[config.mk]
export PLATFORM = sky130hd
export DESIGN_NAME = sargantana_icache_refill_unit
export DESIGN_NICKNAME = d
export VERILOG_FILES = /design/src/rtl/sargantana_icache_pkg.sv /design/src/rtl/sargantana_icache_refill_unit.sv
export SDC_FILE = /design/constraint.sdc
export NUM_CORES = 1
export LEC_CHECK = 0
export ABC_AREA = 1
export CAP_MARGIN = 25
export CORE_AREA = 5 5 183 185
export DETAILED_ROUTE_END_ITERATION = 16
export DIE_AREA = 0 0 188 190
export PLACE_DENSITY = 0.73
export SLEW_MARGIN = 40
export SYNTH_ARGS = -nofsm -noshare
export SYNTH_HDL_FRONTEND = slang
export SYNTH_SLANG_ARGS = --single-unit
[constraint.sdc]
create_clock -name clk_i -period 1.4 [get_ports clk_i]
set_clock_uncertainty 0.2 [all_clocks]
set_input_delay 0.28 -clock clk_i [delete_from_list [all_inputs] [get_ports clk_i]]
set_output_delay 0.28 -clock clk_i [all_outputs]
set_load 0.01 [all_outputs]
[src/rtl/sargantana_icache_pkg.sv]
// Shared I-cache types: refill FSM states, line/beat geometry and the
// ifill request/response structs used between the I-cache and its refill unit.
package sargantana_icache_pkg;

    localparam int PADDR_WIDTH = 40;
    localparam int LINE_WIDTH  = 256;
    localparam int BEAT_WIDTH  = 128;
    localparam int N_WAY       = 4;
    localparam int WAY_W       = $clog2(N_WAY);
    localparam int N_BEATS     = LINE_WIDTH / BEAT_WIDTH;
    // Keep the counter at least one bit wide even for a single-beat line.
    localparam int BEAT_CNT_W  = (N_BEATS > 1) ? $clog2(N_BEATS) : 1;

    typedef enum logic [2:0] {
        IDLE,
        REQ,
        BEATS,
        RESP,
        DRAIN
    } refill_state_t;

    typedef struct packed {
        logic                   valid;
        logic [PADDR_WIDTH-1:0] paddr;
        logic [WAY_W-1:0]       way;
    } ifill_req_t;

    typedef struct packed {
        logic                  valid;
        logic [LINE_WIDTH-1:0] data;
        logic [WAY_W-1:0]      way;
    } ifill_resp_t;

    typedef struct packed {
        refill_state_t         state;
        logic [BEAT_CNT_W-1:0] beat_cnt;
    } refill_dbg_t;

endpackage

[src/rtl/sargantana_icache_refill_unit.sv]
// I-cache miss refill engine: one L2 read per ifill request, beats assembled
// into a full line and returned as a one-cycle response; kills drain the L2 read.
module sargantana_icache_refill_unit
    import sargantana_icache_pkg::*;
(
    input  logic                   clk_i,
    input  logic                   rst_i,
    input  logic                   req_valid_i,
    input  logic [PADDR_WIDTH-1:0] req_paddr_i,
    input  logic [WAY_W-1:0]       req_way_i,
    input  logic                   kill_i,
    output logic                   req_ready_o,
    output logic                   resp_valid_o,
    output logic [LINE_WIDTH-1:0]  resp_data_o,
    output logic [WAY_W-1:0]       resp_way_o,
    output logic                   busy_o,
    output logic                   l2_req_valid_o,
    output logic [PADDR_WIDTH-1:0] l2_req_paddr_o,
    input  logic                   l2_req_ready_i,
    input  logic                   l2_beat_valid_i,
    input  logic [BEAT_WIDTH-1:0]  l2_beat_data_i,
    output refill_dbg_t            dbg_o
);

    // Handshakes: a request transfers on a cycle where valid and ready are both
    // high; valid never depends on ready, and an L2 beat transfers whenever its valid is high.

    refill_state_t          state_q, state_d;
    logic [BEAT_CNT_W-1:0]  beat_cnt_q, beat_cnt_d;
    logic [PADDR_WIDTH-1:0] paddr_q;
    logic [WAY_W-1:0]       way_q;
    logic [LINE_WIDTH-1:0]  line_q;
    logic                   latch_req;
    logic                   write_beat;
    logic                   last_beat;
    logic [BEAT_CNT_W-1:0]  beat_cnt_inc;

    assign last_beat    = (beat_cnt_q == BEAT_CNT_W'(N_BEATS - 1));
    assign beat_cnt_inc = last_beat ? '0 : beat_cnt_q + 1'b1;

    always_comb begin
        state_d        = state_q;
        beat_cnt_d     = beat_cnt_q;
        latch_req      = 1'b0;
        write_beat     = 1'b0;
        req_ready_o    = 1'b0;
        resp_valid_o   = 1'b0;
        l2_req_valid_o = 1'b0;
        unique case (state_q)
            IDLE: begin
                req_ready_o = 1'b1;
                if (req_valid_i && !kill_i) begin
                    latch_req = 1'b1;
                    state_d   = REQ;
                end
            end
            REQ: begin
                l2_req_valid_o = 1'b1;
                // Once the L2 has accepted the read its beats must be consumed.
                if (l2_req_ready_i) begin
                    beat_cnt_d = '0;
                    state_d    = kill_i ? DRAIN : BEATS;
                end else if (kill_i) begin
                    state_d = IDLE;
                end
            end
            BEATS: begin
                if (l2_beat_valid_i) begin
                    write_beat = !kill_i;
                    beat_cnt_d = beat_cnt_inc;
                    if (last_beat) begin
                        state_d = kill_i ? IDLE : RESP;
                    end else if (kill_i) begin
                        state_d = DRAIN;
                    end
                end else if (kill_i) begin
                    state_d = DRAIN;
                end
            end
            RESP: begin
                resp_valid_o = !kill_i;
                state_d      = IDLE;
            end
            DRAIN: begin
                if (l2_beat_valid_i) begin
                    beat_cnt_d = beat_cnt_inc;
                    if (last_beat) begin
                        state_d = IDLE;
                    end
                end
            end
            default: state_d = IDLE;
        endcase
    end

    always_ff @(posedge clk_i) begin
        if (rst_i) begin
            state_q    <= IDLE;
            beat_cnt_q <= '0;
            paddr_q    <= '0;
            way_q      <= '0;
            line_q     <= '0;
        end else begin
            state_q    <= state_d;
            beat_cnt_q <= beat_cnt_d;
            if (latch_req) begin
                paddr_q <= req_paddr_i;
                way_q   <= req_way_i;
            end
            if (write_beat) begin
                for (int i = 0; i < N_BEATS; i++) begin
                    if (beat_cnt_q == BEAT_CNT_W'(i)) begin
                        line_q[i*BEAT_WIDTH +: BEAT_WIDTH] <= l2_beat_data_i;
                    end
                end
            end
        end
    end

    assign resp_data_o    = line_q;
    assign resp_way_o     = way_q;
    assign l2_req_paddr_o = paddr_q;
    assign busy_o         = (state_q != IDLE);
    assign dbg_o.state    = state_q;
    assign dbg_o.beat_cnt = beat_cnt_q;

    // A beat with no accepted L2 read outstanding means the L2 side is broken.
    no_beat_without_read: assert property (@(posedge clk_i) disable iff (rst_i)
        !(l2_beat_valid_i && (state_q == IDLE || state_q == REQ)));

endmodule
==> flow_summary.toml <==
[status]
outcome = "finished with violations"
violations = "hold timing, setup timing"

[pwr]
leakage_nw = 8.043
internal_power_mw = 15.05
power_density_nw_per_um2 = 930.0
power_switching_share_pct = 25.52
ir_worst_vdd_uv = 930.4
clockPowerShare_pct = 41.9
power.switching_mw = 5.156
seq_power_share_pct = 43.9
power.share.combinational_pct = 14.2

[critical_path]
slowest_delay_ps = 360
critPathSlowestCell = "dfxtp_4"
regToRegSetupSlack_ps = -460
worstPathCellList = "buf_6 > buf_6 > nand3_4 > clkinv_8 > nand3_4 > buf_8 > clkbuf_16 > nand2_1 > a21oi_1"
endpoint_kind = "flip-flop"
rr_startpoint = "state_q[1]"
r2r_end = "resp_data_o[42]"
worstPathRequired_ps = 1610
crit_arrival_ps = 2070
start_kind = "flip-flop"
r2r_cells = 9
critPathMaxFanout = 10
path_class = "flip-flop to flip-flop"

[drt]
vias_per_cell = 5.711
drc = 0
via_count = 13632
routedWlPerCell_um = 22.68
drt_iter0_markers = 889
first_pass_iters = 7
wirelength_mm = 54.14
antenna_left = 0

[synth]
synth_area_leaders = "dfxtp_1, nand4_1, a21oi_1"
async_reset_ff_share_pct = 0
synth.top_cell.area_share_pct = 52.93
synth-seq-cells = 302
postSynthCellCount = 1400
netlist-cell-type-count = 20
yosysTopAreaCell = "dfxtp_1"
yosys-top-cells-count = "dfxtp_1, nand2_1, a21oi_1"
synthesis.nets = 1576
synth_edf_count = 0
synth_area_per_cell_sq_um = 8.159
yosysSeqAreaShare_pct = 52.93
yosysWarnings = 0
yosysMostFrequentCell = "dfxtp_1"
synthFlopType = "dfxtp_1"
synthesis.area_sq_um = 11420

[floorplanning]
initial_core_util_pct = 35.83
die_h_um = 190
ios = 482
die_x_um = 188
row_count = 66
core_area_sq_um = 31880
die-area_sq_um = 35720

[sta]
final_max_slew_viol_count = 0
postLayoutSetupSlackWorst_ps = -460.0
rsz0062_at_grt = "true"
hold_viol = 1
hold_ws_ps = -3.059
max_freq_mhz = 537.6
setup_viol = 607
min_period_ps = 1860
period_share_pct = 132.9
worst_slew_pin_slew_ps = 338.7
fin_tns_setup_ps = -114170
slew_headroom_pct = 77.18

[global_route]
grt_pass1_wl_mm = 72.52
overflow = 0
first_global_vias = 12800
track_usage_pct = 24.78
antenna_found_initial = 0
grt_max_degree = 52

[min_path]
hp-start = "kill_i"
hold_path_end = "state_q[1]"
whs_path_depth = 2
hold_class = "input pin to flip-flop"

[run]
maxCapViolCount = 0

[final_layout]
multiInputGateArea_sq_um = 5710
drive_above_1_share_pct = 55.18
layout.nets = 2133
area_growth_pct = 90.20
fillers = 2128
seqCellArea_sq_um = 6434
diodes = 0

[placement]
io_buffers = 481
place_ws_ps = -1017
dp_hpwl_mm = 31.93
gp_congestion = 0.8604

[clock_network]
numCtsBuffers = 35
cts_tree = "done"
clock_sinks = 302
htreeDepth = 2
clock_tree.root_cell = "clkbuf_16"
cts_buffer_depth = 3
cts.clk_slew.worst_paths_ps = 60
clock_latency_ps = 500
-- power by group through the flow --
stage	clock [mW]	sequential, mW	combinational [mW]
after CTS	8.51	8.87	2.66
after global routing	8.96	8.89	2.99
final	8.46	8.88	2.87
after detailed placement	0	9.01	2.45
after floorplan	0	9.07	0.933
after global placement	0	9.00	2.42
-- stage by stage --
stage	hold WS, ps	utilization, %	power, mW	std cells	instance area (sq um)
detailed placement	249.5	54.86	11.47	2249	17490
global placement	244.9	54.86	11.43	2249	17490
floorplan	148.7	-	9.998	1400	11700
finish	-3.059	68.15	20.20	2387	21720
CTS	154.5	62.64	20.05	2351	19970
global route	0.4799	68.15	20.84	2387	21720
-- cell families (layout without fill, tap and decap cells) --
logic type             after synthesis  in the layout  synth area share, %
AO/OA/AOI/OAI                      303            303                13.30
AND/OR/NAND/NOR                    631            632                26.67
buffers and inverters              164            742                7.098
flip-flops                         302            302                52.93
-- layout by cell type, fill, tap and decap left out, drive strengths merged --
cell type	synthesis	routed
a211oi	1	1
a21oi	260	260
buf	98	480
bufbuf	0	2
bufinv	0	1
clkbuf	57	66
clkdlybuf4s50	0	173
clkinv	0	7
clkinvlp	0	2
dfxtp	302	302
dlygate4sd3	0	1
dlymetal6s2s	0	1
inv	9	9
nand2	272	272
nand3	8	9
nand4	256	256
nor2	93	93
nor3	2	2
o21ai	42	42
-- critical path: cells and delay by family, from the launching register on --
| family | cells | cell delay, ps |
|---|---|---|
| DFF | 1 | 360 |
| and+or+nand+nor | 3 | 350 |
| AOI/OAI and AO/OA | 1 | 150 |
| buffers and inverters | 5 | 680 |
-- routing by layer --
metal | vias up | GRT usage, % | part of all wire (%)
met5 | - | 0 | 0
li1 | 6078 | - | -
met2 | 788 | 43.01 | 49
met1 | 6569 | 29.16 | 36
met4 | 0 | 9.514 | 5.3
met3 | 197 | 6.936 | 9.6
-- area by class of cell --
cell class                 count  area share (%)
multi-input combinational    935           26.29
inverter                       9          0.2707
timing repair buffer         674           36.76
tap                          408           2.350
clock inverter                10          0.4032
sequential                   302           29.61
clock buffer                  49           4.320
-- state kept, by name, indices dropped and copies added, names as in the netlist --
signal and cells:
resp_data_o 256, l2_req_paddr_o 40, state_q 3, resp_way_o 2, beat_cnt_q 1
-- worst max-delay path by stage --
stage	startpoint	end	slack, ps	cells past startpoint
3_3_place_gp	kill_i	resp_valid_o	-960	4
3_5_place_dp	kill_i	resp_valid_o	-1020	4
6_report	state_q[1]	resp_data_o[42]	-460	9
5_1_grt	state_q[1]	resp_data_o[42]	-500	9
2_1_floorplan	l2_beat_valid_i	resp_data_o[152]	-80	6
4_1_cts	state_q[1]	resp_valid_o	-440	3
-- timing repair --
| action | CTS | global route |
|---|---|---|
| buffers inserted | 31 | 16 |
| gates resized for setup | 1907 | 329 |
| endpoints found under the hold margin | 36 | 0 |
| cloned | 12 | 23 |
| setup endpoints to repair | 606 | 608 |
| hold buffers | 1 | 0 |
| pin swaps | 52 | 58 |
No activity file was read; power rests on OpenSTA's default activity.
